--- src/rtl/stump_control_pkg.sv ---
// Shared Stump control definitions: state encodings, opcodes, immediate
// selects and condition-code numbers used by the control unit.
package stump_control_pkg;

    typedef enum logic [1:0] {
        ST_FETCH   = 2'b00,
        ST_EXECUTE = 2'b01,
        ST_MEMORY  = 2'b10,
        ST_ILLEGAL = 2'b11
    } state_t;

    localparam logic [2:0] OP_ADD  = 3'd0;
    localparam logic [2:0] OP_ADC  = 3'd1;
    localparam logic [2:0] OP_SUB  = 3'd2;
    localparam logic [2:0] OP_SBC  = 3'd3;
    localparam logic [2:0] OP_AND  = 3'd4;
    localparam logic [2:0] OP_OR   = 3'd5;
    localparam logic [2:0] OP_LDST = 3'd6;
    localparam logic [2:0] OP_BCC  = 3'd7;

    localparam logic [1:0] EXT_IMM5 = 2'b00;
    localparam logic [1:0] EXT_IMM8 = 2'b01;
    localparam logic [1:0] EXT_ONE  = 2'b10;

    localparam logic [2:0] REG_PC = 3'd7;

    localparam logic [3:0] COND_AL = 4'h0;
    localparam logic [3:0] COND_NV = 4'h1;
    localparam logic [3:0] COND_HI = 4'h2;
    localparam logic [3:0] COND_LS = 4'h3;
    localparam logic [3:0] COND_CC = 4'h4;
    localparam logic [3:0] COND_CS = 4'h5;
    localparam logic [3:0] COND_NE = 4'h6;
    localparam logic [3:0] COND_EQ = 4'h7;
    localparam logic [3:0] COND_VC = 4'h8;
    localparam logic [3:0] COND_VS = 4'h9;
    localparam logic [3:0] COND_PL = 4'hA;
    localparam logic [3:0] COND_MI = 4'hB;
    localparam logic [3:0] COND_GE = 4'hC;
    localparam logic [3:0] COND_LT = 4'hD;
    localparam logic [3:0] COND_GT = 4'hE;
    localparam logic [3:0] COND_LE = 4'hF;

    function automatic logic is_alu_op(input logic [2:0] op);
        return op < OP_LDST;
    endfunction

endpackage

--- src/rtl/stump_cond_eval.sv ---
// Branch condition evaluator: decides whether a Bcc is taken from the
// 4-bit condition field and the current {N,Z,V,C} register.
module stump_cond_eval
    import stump_control_pkg::*;
(
    input  logic [3:0] cond,
    input  logic [3:0] cc,
    output logic       taken
);

    logic n, z, v, c;

    always_comb begin
        n = cc[3];
        z = cc[2];
        v = cc[1];
        c = cc[0];
        taken = 1'b0;
        case (cond)
            COND_AL: taken = 1'b1;
            COND_NV: taken = 1'b0;
            COND_HI: taken = ~c & ~z;
            COND_LS: taken = c | z;
            COND_CC: taken = ~c;
            COND_CS: taken = c;
            COND_NE: taken = ~z;
            COND_EQ: taken = z;
            COND_VC: taken = ~v;
            COND_VS: taken = v;
            COND_PL: taken = ~n;
            COND_MI: taken = n;
            COND_GE: taken = (n == v);
            COND_LT: taken = (n != v);
            COND_GT: taken = ~z & (n == v);
            COND_LE: taken = z | (n != v);
        endcase
    end

endmodule

--- src/rtl/stump_control.sv ---
// Stump control unit: FETCH/EXECUTE/MEMORY sequencer, instruction decode
// and the NZVC condition-code register feeding the ALU carry-in.
//
// state      | meaning
// FETCH      | read instruction, load IR, PC <= PC + 1
// EXECUTE    | ALU op, address computation, or branch target write to PC
// MEMORY     | load writeback or store strobe (LD/ST only)
// ILLEGAL    | unreachable encoding, recovers to FETCH
module stump_control
    import stump_control_pkg::*;
(
    input  logic        clk,
    input  logic        rst,
    input  logic [15:0] ir,
    input  logic [3:0]  flags_in,
    output logic        fetch,
    output logic        execute,
    output logic        memory,
    output logic        ir_load,
    output logic [2:0]  alu_func,
    output logic        c_in,
    output logic [1:0]  shift_op,
    output logic        opB_mux_sel,
    output logic [1:0]  ext_op,
    output logic [2:0]  srcA,
    output logic [2:0]  srcB,
    output logic [2:0]  srcC,
    output logic [2:0]  dest,
    output logic        reg_write,
    output logic        wb_sel,
    output logic        mem_ren,
    output logic        mem_wen,
    output logic [3:0]  cc
);

    state_t     state;
    logic [2:0] op;
    logic       imm_form;
    logic       s_bit;
    logic [2:0] rd, ra, rb;
    logic [1:0] shift;
    logic [3:0] cond;
    logic       taken;
    logic       ir_load_raw, reg_write_raw, mem_ren_raw, mem_wen_raw;

    assign op       = ir[15:13];
    assign imm_form = ir[12];
    assign s_bit    = ir[11];
    assign rd       = ir[10:8];
    assign ra       = ir[7:5];
    assign shift    = ir[4:3];
    assign rb       = ir[2:0];
    assign cond     = ir[11:8];

    stump_cond_eval u_cond_eval (
        .cond  (cond),
        .cc    (cc),
        .taken (taken)
    );

    always_ff @(posedge clk or posedge rst) begin
        if (rst) begin
            state <= ST_FETCH;
            cc    <= 4'b0000;
        end else begin
            case (state)
                ST_FETCH:   state <= ST_EXECUTE;
                ST_EXECUTE: begin
                    state <= (op == OP_LDST) ? ST_MEMORY : ST_FETCH;
                    if (is_alu_op(op) && s_bit)
                        cc <= flags_in;
                end
                ST_MEMORY:  state <= ST_FETCH;
                default:    state <= ST_FETCH;
            endcase
        end
    end

    always_comb begin
        fetch         = (state == ST_FETCH);
        execute       = (state == ST_EXECUTE);
        memory        = (state == ST_MEMORY);
        ir_load_raw   = 1'b0;
        alu_func      = OP_ADD;
        shift_op      = 2'b00;
        opB_mux_sel   = 1'b0;
        ext_op        = EXT_IMM5;
        srcA          = 3'd0;
        srcB          = 3'd0;
        srcC          = rd;
        dest          = 3'd0;
        reg_write_raw = 1'b0;
        wb_sel        = 1'b0;
        mem_ren_raw   = 1'b0;
        mem_wen_raw   = 1'b0;
        case (state)
            ST_FETCH: begin
                mem_ren_raw   = 1'b1;
                ir_load_raw   = 1'b1;
                srcA          = REG_PC;
                opB_mux_sel   = 1'b1;
                ext_op        = EXT_ONE;
                dest          = REG_PC;
                reg_write_raw = 1'b1;
            end
            ST_EXECUTE: begin
                if (op == OP_BCC) begin
                    srcA          = REG_PC;
                    opB_mux_sel   = 1'b1;
                    ext_op        = EXT_IMM8;
                    dest          = REG_PC;
                    reg_write_raw = taken;
                end else begin
                    // LD/ST reuses the ALU operand path as an ADD for the address
                    srcA = ra;
                    if (is_alu_op(op)) begin
                        alu_func      = op;
                        dest          = rd;
                        reg_write_raw = 1'b1;
                    end
                    if (imm_form) begin
                        opB_mux_sel = 1'b1;
                    end else begin
                        srcB = rb;
                        if (is_alu_op(op))
                            shift_op = shift;
                    end
                end
            end
            ST_MEMORY: begin
                if (s_bit) begin
                    mem_wen_raw = 1'b1;
                end else begin
                    mem_ren_raw   = 1'b1;
                    reg_write_raw = 1'b1;
                    dest          = rd;
                    wb_sel        = 1'b1;
                end
            end
            default: ;
        endcase
    end

    assign c_in      = cc[0];
    assign ir_load   = ir_load_raw & ~rst;
    assign reg_write = reg_write_raw & ~rst;
    assign mem_ren   = mem_ren_raw & ~rst;
    assign mem_wen   = mem_wen_raw & ~rst;

endmodule

--- config.mk ---
export PLATFORM = sky130hd
export DESIGN_NAME = stump_control
export DESIGN_NICKNAME = d
export VERILOG_FILES = /design/src/rtl/stump_control_pkg.sv /design/src/rtl/stump_cond_eval.sv /design/src/rtl/stump_control.sv
export SDC_FILE = /design/constraint.sdc
export NUM_CORES = 1
export LEC_CHECK = 0
export CORE_AREA = 2 2 48 50
export CTS_CLUSTER_DIAMETER = 200
export DETAILED_ROUTE_END_ITERATION = 8
export DIE_AREA = 0 0 50 52
export PLACE_DENSITY = 0.8
export REMOVE_ABC_BUFFERS = 1
export SYNTH_ARGS = -nofsm -noshare
export SYNTH_HDL_FRONTEND = slang
export SYNTH_SLANG_ARGS = --single-unit
--- constraint.sdc ---
create_clock -name clk -period 5.7 [get_ports clk]
set_input_delay 1.425 -clock clk [delete_from_list [all_inputs] [get_ports clk]]
set_output_delay 1.425 -clock clk [all_outputs]
set_load 0.01 [all_outputs]
==> flow_summary_export.csv, run 1 <==
group,metric,value,unit
status,status,"completed",
sta,fin_crit,5180,ps
floorplanning,core-area,0.00211,mm²
logic_synthesis,synth_compound_area_frac,0.190,
logic_synthesis,synthXorXnorAreaFrac,0.0391,
floorplanning,die-area,0.00260,mm²
cells_and_area,fillers,190,
clock_tree,clockBufferDepth,2,
sta,tightestPinTransition,445,ps
clock_tree,cts_hold_buf,0,
detailed_routing,ant_nets,0,
logic_synthesis,syn_area_per_cell,7.47,µm²
logic_synthesis,syn_inst,90,
sta,skew,1.63,ps
worst_setup_path,worstPathMaxFanout,13,
cells_and_area,final_cells,165,
global_route,grt_pass1_vias,763,
detailed_routing,via_count,814,
global_route,grt_first_pass_wirelength,3.38,mm
worst_setup_path,slowest_delay,610,ps
power,power_density,342,mW/mm²
logic_synthesis,synth.distinct_cells,32,
detailed_routing,drt_pass1_iterations,4,
placement,dpl.hpwl,1.71,mm
worst_setup_path,crit_chain,"clkdlybuf4s50_1 > or3_1 > a21o_1 > a221o_1 > a41oi_2 > clkdlybuf4s50_1",
sta,setup_viol,0,
global_route,grt_use_total,0.166,
sta,clock.fmax,0.193,GHz
clock_tree,cts_resized,0,
logic_synthesis,synth-seq-area-share,0.223,
floorplanning,ios,55,
logic_synthesis,yosys_warnings,0,
worst_setup_path,cp_slowest_cell,"clkdlybuf4s50_1",
cells_and_area,fin_nets,161,
detailed_routing,routed_wl,2.13,mm
worst_hold_path,hold_path_class,"reg2reg",
logic_synthesis,synthAdderAreaFrac,0,
sta,slew_violations,0,
worst_setup_path,critical_path_required,4280,ps
logic_synthesis,synth_top_family_by_area,"simple AND/OR/NAND/NOR gates",
worst_setup_path,critPathKind,"in2out",
clock_tree,cts_setup_buffers,0,
logic_synthesis,synth.area.mux_share,0.0968,
cells_and_area,drive_gt1_frac,0.0657,
sta,period_share,0.909,
worst_setup_path,worstRegToRegCells,4,
floorplanning,die_w,50,µm
worst_hold_path,hold_depth,1,
worst_setup_path,cp-end-kind,"output pin",
floorplanning,chipHeight,52,µm
placement,placedCellCount,162,
worst_setup_path,crit_path_start_kind,"input pin",
detailed_routing,drt_iter0_markers,12,
sta,hold_viol,0,
worst_setup_path,worstPathArrival,3760,ps
worst_setup_path,critical_path.most_common_cell,"clkdlybuf4s50_1",
clock_tree,clk_pin_slew_worst_paths,40,ps
logic_synthesis,netlist_area,672,µm²
clock_tree,numCtsBuffers,3,
clock_tree,cts_root_buffer,"clkbuf_4",
logic_synthesis,ys_seq_elements,6,
power,ir_drop,0.000220,V
power,p_leak,0.473,nW
clock_tree,cts_max_level,1,
cells_and_area,diodes,0,
cells_and_area,synthToLayoutAreaGrowth,80.3,%
global_route,overflow,0,
sta,slew_headroom,0.704,
sta,finalSetupTns,0,ps
placement,portBuffers,54,
cells_and_area,fin_util,0.575,
power,total_power,0.414,mW
floorplanning,rows,17,
detailed_routing,wl_per_cell,12.9,µm
job,max-cap-violations,0,
logic_synthesis,synth-simple-area-share,0.346,
detailed_routing,drt-vias-per-instance,4.93,
clock_tree,insertion_delay,240,ps
clock_tree,clock_sinks,6,
global_route,grt_max_degree,18,
global_route,grt_antenna_before_repair,0,
detailed_routing,drc,0,
placement,place.gp.congestion,0.789,
sta,rsz0062_at_grt,"false",
floorplanning,initial_core_util,0.319,
clock_tree,cts_tree,"done",
-- power breakdown --
group          switching, mW  internal [mW]  total [mW]
sequential            0.0313         0.0615      0.0928
clock                 0.0139         0.0237      0.0376
combinational          0.119          0.164       0.283
total                  0.164          0.249       0.414
-- sequential cells by signal, indices dropped and copies added (netlist names) --
register / cells
cc: 4
state: 2
-- kinds of logic after synthesis --
logic type	after synthesis
AND/OR/NAND/NOR	44
AO/OA/AOI/OAI	18
buffers and inverters	13
multiplexers	6
flip-flops	6
XOR/XNOR	3
-- worst paths after layout --
path                       startpoint         to  slack, ps
setup / recovery               ir[11]  reg_write        520
hold / removal                  cc[1]      cc[1]        580
setup reg to reg             state[1]      cc[0]       4020
hold reg to reg                 cc[1]      cc[1]        580
max in group asynchronous         rst      cc[0]       4010
min in group asynchronous         rst      cc[1]       1490
-- Yosys cell counts --
cell type	n	area, µm²
nor4_1	2	12.5
a221o_1	1	10.0
o21ba_2	1	10.0
nor4b_1	1	8.76
a41oi_2	1	16.3
inv_1	3	11.3
nor3_1	4	20.0
nor2_1	11	41.3
o21ai_0	2	10.0
clkbuf_1	3	11.3
or3_1	1	6.26
and2b_1	1	7.51
nand2_1	6	22.5
a22oi_1	1	7.51
and3_1	3	18.8
a211oi_1	1	7.51
a21boi_0	2	15.0
mux2i_1	2	20.0
nand3_1	3	15.0
a21oi_1	5	25.0
mux2_2	4	45.0
xor2_1	2	17.5
buf_4	5	37.5
dfrtp_1	6	150
buf_2	2	10.0
and2_1	4	25.0
xnor2_1	1	8.76
nor3b_1	4	30.0
o22ai_1	3	18.8
a21o_1	1	7.51
nor2b_1	3	18.8
nand2b_1	1	6.26
-- metal layers --
| layer | vias to the layer above | routed length [µm] | track usage |
|---|---|---|---|
| met1 | 382 | 875 | 0.192 |
| met4 | 0 | 24 | 0.0926 |
| met2 | 20 | 1160 | 0.298 |
| li1 | 408 | - | - |
| met3 | 4 | 67 | 0.0172 |
| met5 | - | 0 | 0 |
-- layout by cell type, fill, tap and decap left out --
cell type and n:
clkdlybuf4s50_1 54, nor2_1 11, nand2_1 6, dfrtp_1 6
a21oi_1 5, mux2_2 4, nor3b_1 4, and2_1 4
nor3_1 4, inv_1 3, nand3_1 3, and3_1 3
nor2b_1 3, o22ai_1 3, clkbuf_4 3, a21boi_0 2
nor4_1 2, mux2i_1 2, xor2_1 2, o21ai_0 2
nand2b_1 1, a211oi_1 1, xnor2_1 1, nor4b_1 1
and2b_1 1, a22oi_1 1, or3_1 1, a21o_1 1
a221o_1 1, o21ba_2 1, a41oi_2 1
-- area by class of cell --
type / count / area [µm²] / area share
clock buffer: 3 / 22.5 / 0.0186
inverter: 3 / 11.3 / 0.00930
multi-input combinational: 71 / 452 / 0.373
sequential: 6 / 150 / 0.124
tap: 28 / 35.0 / 0.0289
timing repair buffer: 54 / 541 / 0.446
-- critical path, delay by kind of cell --
family / cells / cell delay, ps
compound gates: 3 / 720
buf+inv: 2 / 1170
simple gates: 1 / 450
-- stage by stage --
| stage | instance area (µm²) | hold slack, ps | worst slack (ps) |
|---|---|---|---|
| 4_1_cts | 1210 | 593 | 528 |
| 2_1_floorplan | 613 | 608 | 1760 |
| 3_3_place_gp | 1190 | 570 | 599 |
| 3_5_place_dp | 1190 | 583 | 544 |
| 5_1_grt | 1210 | 616 | 423 |
| 6_report | 1210 | 583 | 518 |
No activity file was read; power rests on OpenSTA's default activity.
==> run 2, diff against run 1 <==
Settings changed: HOLD_SLACK_MARGIN from default to 0.03, MAX_ROUTING_LAYER from default to met4, SKIP_LAST_GASP from default to 1.
==> run 2 against run 1 <==
Against the previous run: clock power is essentially flat; clock skew is the same; sequential power is essentially flat; cell count is the same; worst hold slack is the same; routed wire length shrank 0.33%; register-to-register slack is essentially flat; sequential share of layout area is the same; setup slack is essentially flat; cell area is the same; clock-buffer cell count is the same; critical endpoint unchanged; largest cell class unchanged; largest power group unchanged.
==> flow_summary_export.csv, run 2 (synthesis gave the netlist of run 1 again) <==
group,metric,value,unit
cells_and_area,multiInputGateArea,452,µm²
worst_hold_path,hold_path_class,"reg2reg",
detailed_routing,wl_per_cell,12.9,µm
status,status,"completed",
power,p_leak,0.473,nW
detailed_routing,via_count,816,
worst_setup_path,cp.depth,6,
worst_setup_path,cp-end-kind,"output pin",
worst_hold_path,hold_depth,1,
global_route,grt_max_degree,18,
global_route,grt_antenna_before_repair,0,
cells_and_area,diodes,0,
clock_tree,cts_resized,0,
global_route,overflow,0,
worst_setup_path,cp_slowest_cell,"clkdlybuf4s50_1",
floorplanning,core-area,0.00211,mm²
global_route,grt_first_pass_wirelength,3.38,mm
placement,portBuffers,54,
sta,setup_viol,0,
detailed_routing,drt_iter0_markers,12,
clock_tree,numCtsBuffers,3,
sta,clock.fmax,0.193,GHz
floorplanning,initial_core_util,0.319,
worst_setup_path,crit_chain,"clkdlybuf4s50_1 > or3_1 > a21o_1 > a221o_1 > a41oi_2 > clkdlybuf4s50_1",
floorplanning,ios,55,
cells_and_area,fillers,190,
worst_setup_path,worstPathArrival,3760,ps
cells_and_area,synthToLayoutAreaGrowth,80.3,%
detailed_routing,ant_nets,0,
placement,placedCellCount,162,
global_route,grt_pass1_vias,764,
cells_and_area,seq_area,150,µm²
cells_and_area,largest_register_ffs,4,
sta,hold_viol,0,
worst_setup_path,critical_path_required,4280,ps
floorplanning,chipHeight,52,µm
cells_and_area,top_regs,"cc x4, state x2",
detailed_routing,routed_wl,2.12,mm
detailed_routing,drt-vias-per-instance,4.95,
cells_and_area,fin_nets,161,
sta,tightestPinTransition,435,ps
floorplanning,rows,17,
worst_setup_path,worstRegToRegCells,4,
cells_and_area,final_common_cell,"clkdlybuf4s50_1",
clock_tree,cts_tree,"done",
sta,rsz0062_at_grt,"false",
clock_tree,clk_pin_slew_worst_paths,40,ps
cells_and_area,final_cells,165,
worst_setup_path,critPathKind,"in2out",
floorplanning,die_w,50,µm
cells_and_area,regMostFlops,"cc",
clock_tree,cts_root_buffer,"clkbuf_4",
sta,slew_violations,0,
global_route,grt_use_total,0.171,
power,ir_drop,0.000220,V
sta,skew,1.63,ps
clock_tree,clockBufferDepth,2,
detailed_routing,drt_pass1_iterations,4,
clock_tree,cts_max_level,1,
cells_and_area,drive_gt1_frac,0.0657,
placement,place.gp.congestion,0.800,
sta,hold_slack,583,ps
sta,finalSetupTns,0,ps
sta,slew_headroom,0.710,
clock_tree,cts_setup_buffers,0,
sta,period_share,0.909,
clock_tree,cts_hold_buf,0,
clock_tree,clock_sinks,6,
worst_setup_path,critical_path.most_common_cell,"clkdlybuf4s50_1",
job,max-cap-violations,0,
worst_setup_path,path_buf_inv,2,
worst_setup_path,crit_path_start_kind,"input pin",
worst_setup_path,slowest_delay,610,ps
sta,fin_crit,5180,ps
worst_setup_path,worstPathMaxFanout,13,
floorplanning,die-area,0.00260,mm²
placement,dpl.hpwl,1.71,mm
worst_setup_path,crit_family,"buffers and inverters",
power,power_density,341,mW/mm²
cells_and_area,final_cell_mix,"clkdlybuf4s50_1 (54), nor2_1 (11), nand2_1 (6), dfrtp_1 (6), a21oi_1 (5)",
detailed_routing,drc,0,
clock_tree,insertion_delay,240,ps
-- run 2: cell counts in the layout (fill, tap and decap cells not counted) --
No cell type changed its count.
-- run 2: worst paths after layout --
check / startpoint / end / slack [ps]
worst min-delay path: cc[1] / cc[1] / 580
worst max-delay path: ir[11] / reg_write / 520
worst max register to register: state[1] / cc[0] / 4020
min in group asynchronous: rst / cc[1] / 1490
max in group asynchronous: rst / cc[0] / 4010
worst min register to register: cc[1] / cc[1] / 580
-- run 2: power by group --
| part | switching, mW | internal [mW] | total (mW) | leakage [nW] |
|---|---|---|---|---|
| sequential | 0.0310 | 0.0615 | 0.0925 | 0.0721 |
| combinational | 0.119 | 0.164 | 0.283 | 0.387 |
| clock | 0.0139 | 0.0237 | 0.0376 | 0.0138 |
-- run 2: metal layers --
metal | GRT usage | wire length [µm]
met5 | - | 0
met3 | 0.0144 | 67
met2 | 0.298 | 1160
met1 | 0.194 | 865
met4 | 0.0926 | 24
-- run 2: area by class of cell --
type                       instances  share of cell area
tap                               28              0.0289
timing repair buffer              54               0.446
multi-input combinational         71               0.373
clock buffer                       3              0.0186
inverter                           3             0.00930
sequential                         6               0.124
-- run 2: worst reg2reg max path: stages, from the launching register on --
cell and delay (ps):
dfrtp_1 600, nand2b_1 280, inv_1 120, nand3_1 190, mux2_2 360
-- run 2: through the flow --
stage               area, µm²  total power [mW]  setup slack [ps]   util
floorplan                 613             0.213              1760      -
CTS                      1210             0.420               528  0.575
global placement         1190             0.374               599  0.564
detailed placement       1190             0.379               544  0.564
finish                   1210             0.413               519  0.575
global route             1210             0.445               423  0.575
==> run 3, diff against run 2 <==
Settings changed: SKIP_CTS_REPAIR_TIMING from default to 1, TNS_END_PERCENT from default to 5.
==> results of run 3 <==
The final DEF is identical to that of run 2; final timing and power are the same.
==> RTL edit (flow settings as in run 2) <==
Register the inputs `ir` and `flags_in` before use. The logic sees them one clock later.
--- a/src/rtl/stump_control.sv
+++ b/src/rtl/stump_control.sv
@@ -33,6 +33,14 @@
     output logic [3:0]  cc
 );
 
+    logic [15:0] ir_q;
+    logic [3:0] flags_q;
+
+    always_ff @(posedge clk) begin
+        ir_q    <= ir;
+        flags_q <= flags_in;
+    end
+
     state_t     state;
     logic [2:0] op;
     logic       imm_form;
@@ -43,14 +51,14 @@
     logic       taken;
     logic       ir_load_raw, reg_write_raw, mem_ren_raw, mem_wen_raw;
 
-    assign op       = ir[15:13];
-    assign imm_form = ir[12];
-    assign s_bit    = ir[11];
-    assign rd       = ir[10:8];
-    assign ra       = ir[7:5];
-    assign shift    = ir[4:3];
-    assign rb       = ir[2:0];
-    assign cond     = ir[11:8];
+    assign op       = ir_q[15:13];
+    assign imm_form = ir_q[12];
+    assign s_bit    = ir_q[11];
+    assign rd       = ir_q[10:8];
+    assign ra       = ir_q[7:5];
+    assign shift    = ir_q[4:3];
+    assign rb       = ir_q[2:0];
+    assign cond     = ir_q[11:8];
 
     stump_cond_eval u_cond_eval (
         .cond  (cond),
@@ -68,7 +76,7 @@
                 ST_EXECUTE: begin
                     state <= (op == OP_LDST) ? ST_MEMORY : ST_FETCH;
                     if (is_alu_op(op) && s_bit)
-                        cc <= flags_in;
+                        cc <= flags_q;
                 end
                 ST_MEMORY:  state <= ST_FETCH;
                 default:    state <= ST_FETCH;
Formal check against the unedited RTL: not equivalent (Yosys sat finds a counterexample within 4 cycles, from zero or initial values and one cycle with rst high).
==> RTL edit against run 2 <==
Register-to-register slack worse by 0.02 ns; sequential power increased to 2.7 times the old value; sequential cell count increased by 20; total power grew 57%; final area rose by 33%; via count is 15% higher; area after synthesis up 56%; worst setup slack improved by 0.95 ns; fmax rose by 23%; routed wire length increased by 12%; core utilization grew 19 points.
==> RTL edit: results (changes against run 2) <==
Synth
  – Main synth FF type: dfxtp_1
  – Async SR Flop Fraction: 23.1% (-77 points)
  – Synth top area cells: dfxtp_1 38%, dfrtp_1 14%, nor2_1 4.6%
  – Avg Inst Size Synth: 9.72 um2 (+30%)

Route
  – WL/cell: 12.9 um (about the same)
  – Met3 Wirelength: 135 um (+100%)
  – Met1 wire length: 1030 um (+20%)
  – WL final: 2380 um (+12%)
  – DRT iter0 DRCs: 16 (+4)
  – Vias/cell: 5.09 (+3.0%)

Worst setup path
  – Worst setup path end: mem_wen
  – Critical Path Max Stage Delay: 0.52 ns (-0.09 ns)
  – Reg-to-reg setup timing slack: 4.00 ns (-0.02 ns)

Layout
  – Share of layout cells above drive strength 1: 3.18% (-3.4 points)
  – Multi-input logic area: 412 um2 (-8.9%)
  – Fill cell count: 145 (-24%)
  – Largest registers: ir_q: 16 flops, cc: 4 flops, flags_q: 4 flops

Power and ir drop
  – Max IR drop VDD: 0.000326 V (+49%)
  – Switch share: 32.2% (-7.4 points)

Global routing
  – GR Util met1: 23.8% (+4.5 points)
  – Vias in the first global route: 865 (+13%)
  – GRT met3 Usage: 4.02% (+2.6 points)
  – GRT met2 Usage: 33.3% (+3.5 points)
  – First-pass GRT wire length: 3830 um (+13%)

Placement
  – Inst Count DP: 181 (+12%)
  – Pre-CTS WS: 1.46 ns (+0.919 ns)
  – Dpl hpwl: 1790 um (+4.7%)

Worst hold path
  – Endpoint, Worst Hold: cc[3]
  – Min-delay src: flags_q[3]

Timing
  – Skew final: 0.00717 ns (+0.00553 ns)

Clock network
  – Clk slew on worst S/H paths: 0.13 ns (+0.09 ns)

Outcome
  – Status: complete, no violations
-- RTL edit: final cells by class --
cell class	instances	share of cell area, %
Clock buffer	3	1.40
Clock inverter	1	1.87
Inverter	5	1.17
Multi-Input combinational cell	68	25.6
Sequential cell	26	34.2
Tap cell	28	2.18
Timing Repair Buffer	54	33.6
-- RTL edit: kinds of logic (layout without fill, tap and decap cells) --
| logic type | count (synthesis) | after routing | share of synthesized area (%) |
|---|---|---|---|
| buf+inv | 14 | 63 | 8.34 |
| simple gates | 41 | 41 | 19.2 |
| flops | 26 | 26 | 52.4 |
| compound gates | 18 | 18 | 11.4 |
| xor+xnor | 4 | 4 | 3.34 |
| mux | 5 | 5 | 5.24 |
-- RTL edit: power by group through the flow --
stage	sequential [mW]	combinational (mW)	clock, mW
finish	0.247	0.279	0.122
global route	0.251	0.300	0.134
CTS	0.247	0.282	0.125
detailed placement	0.251	0.279	0
global placement	0.248	0.274	0
floorplan	0.250	0.116	0
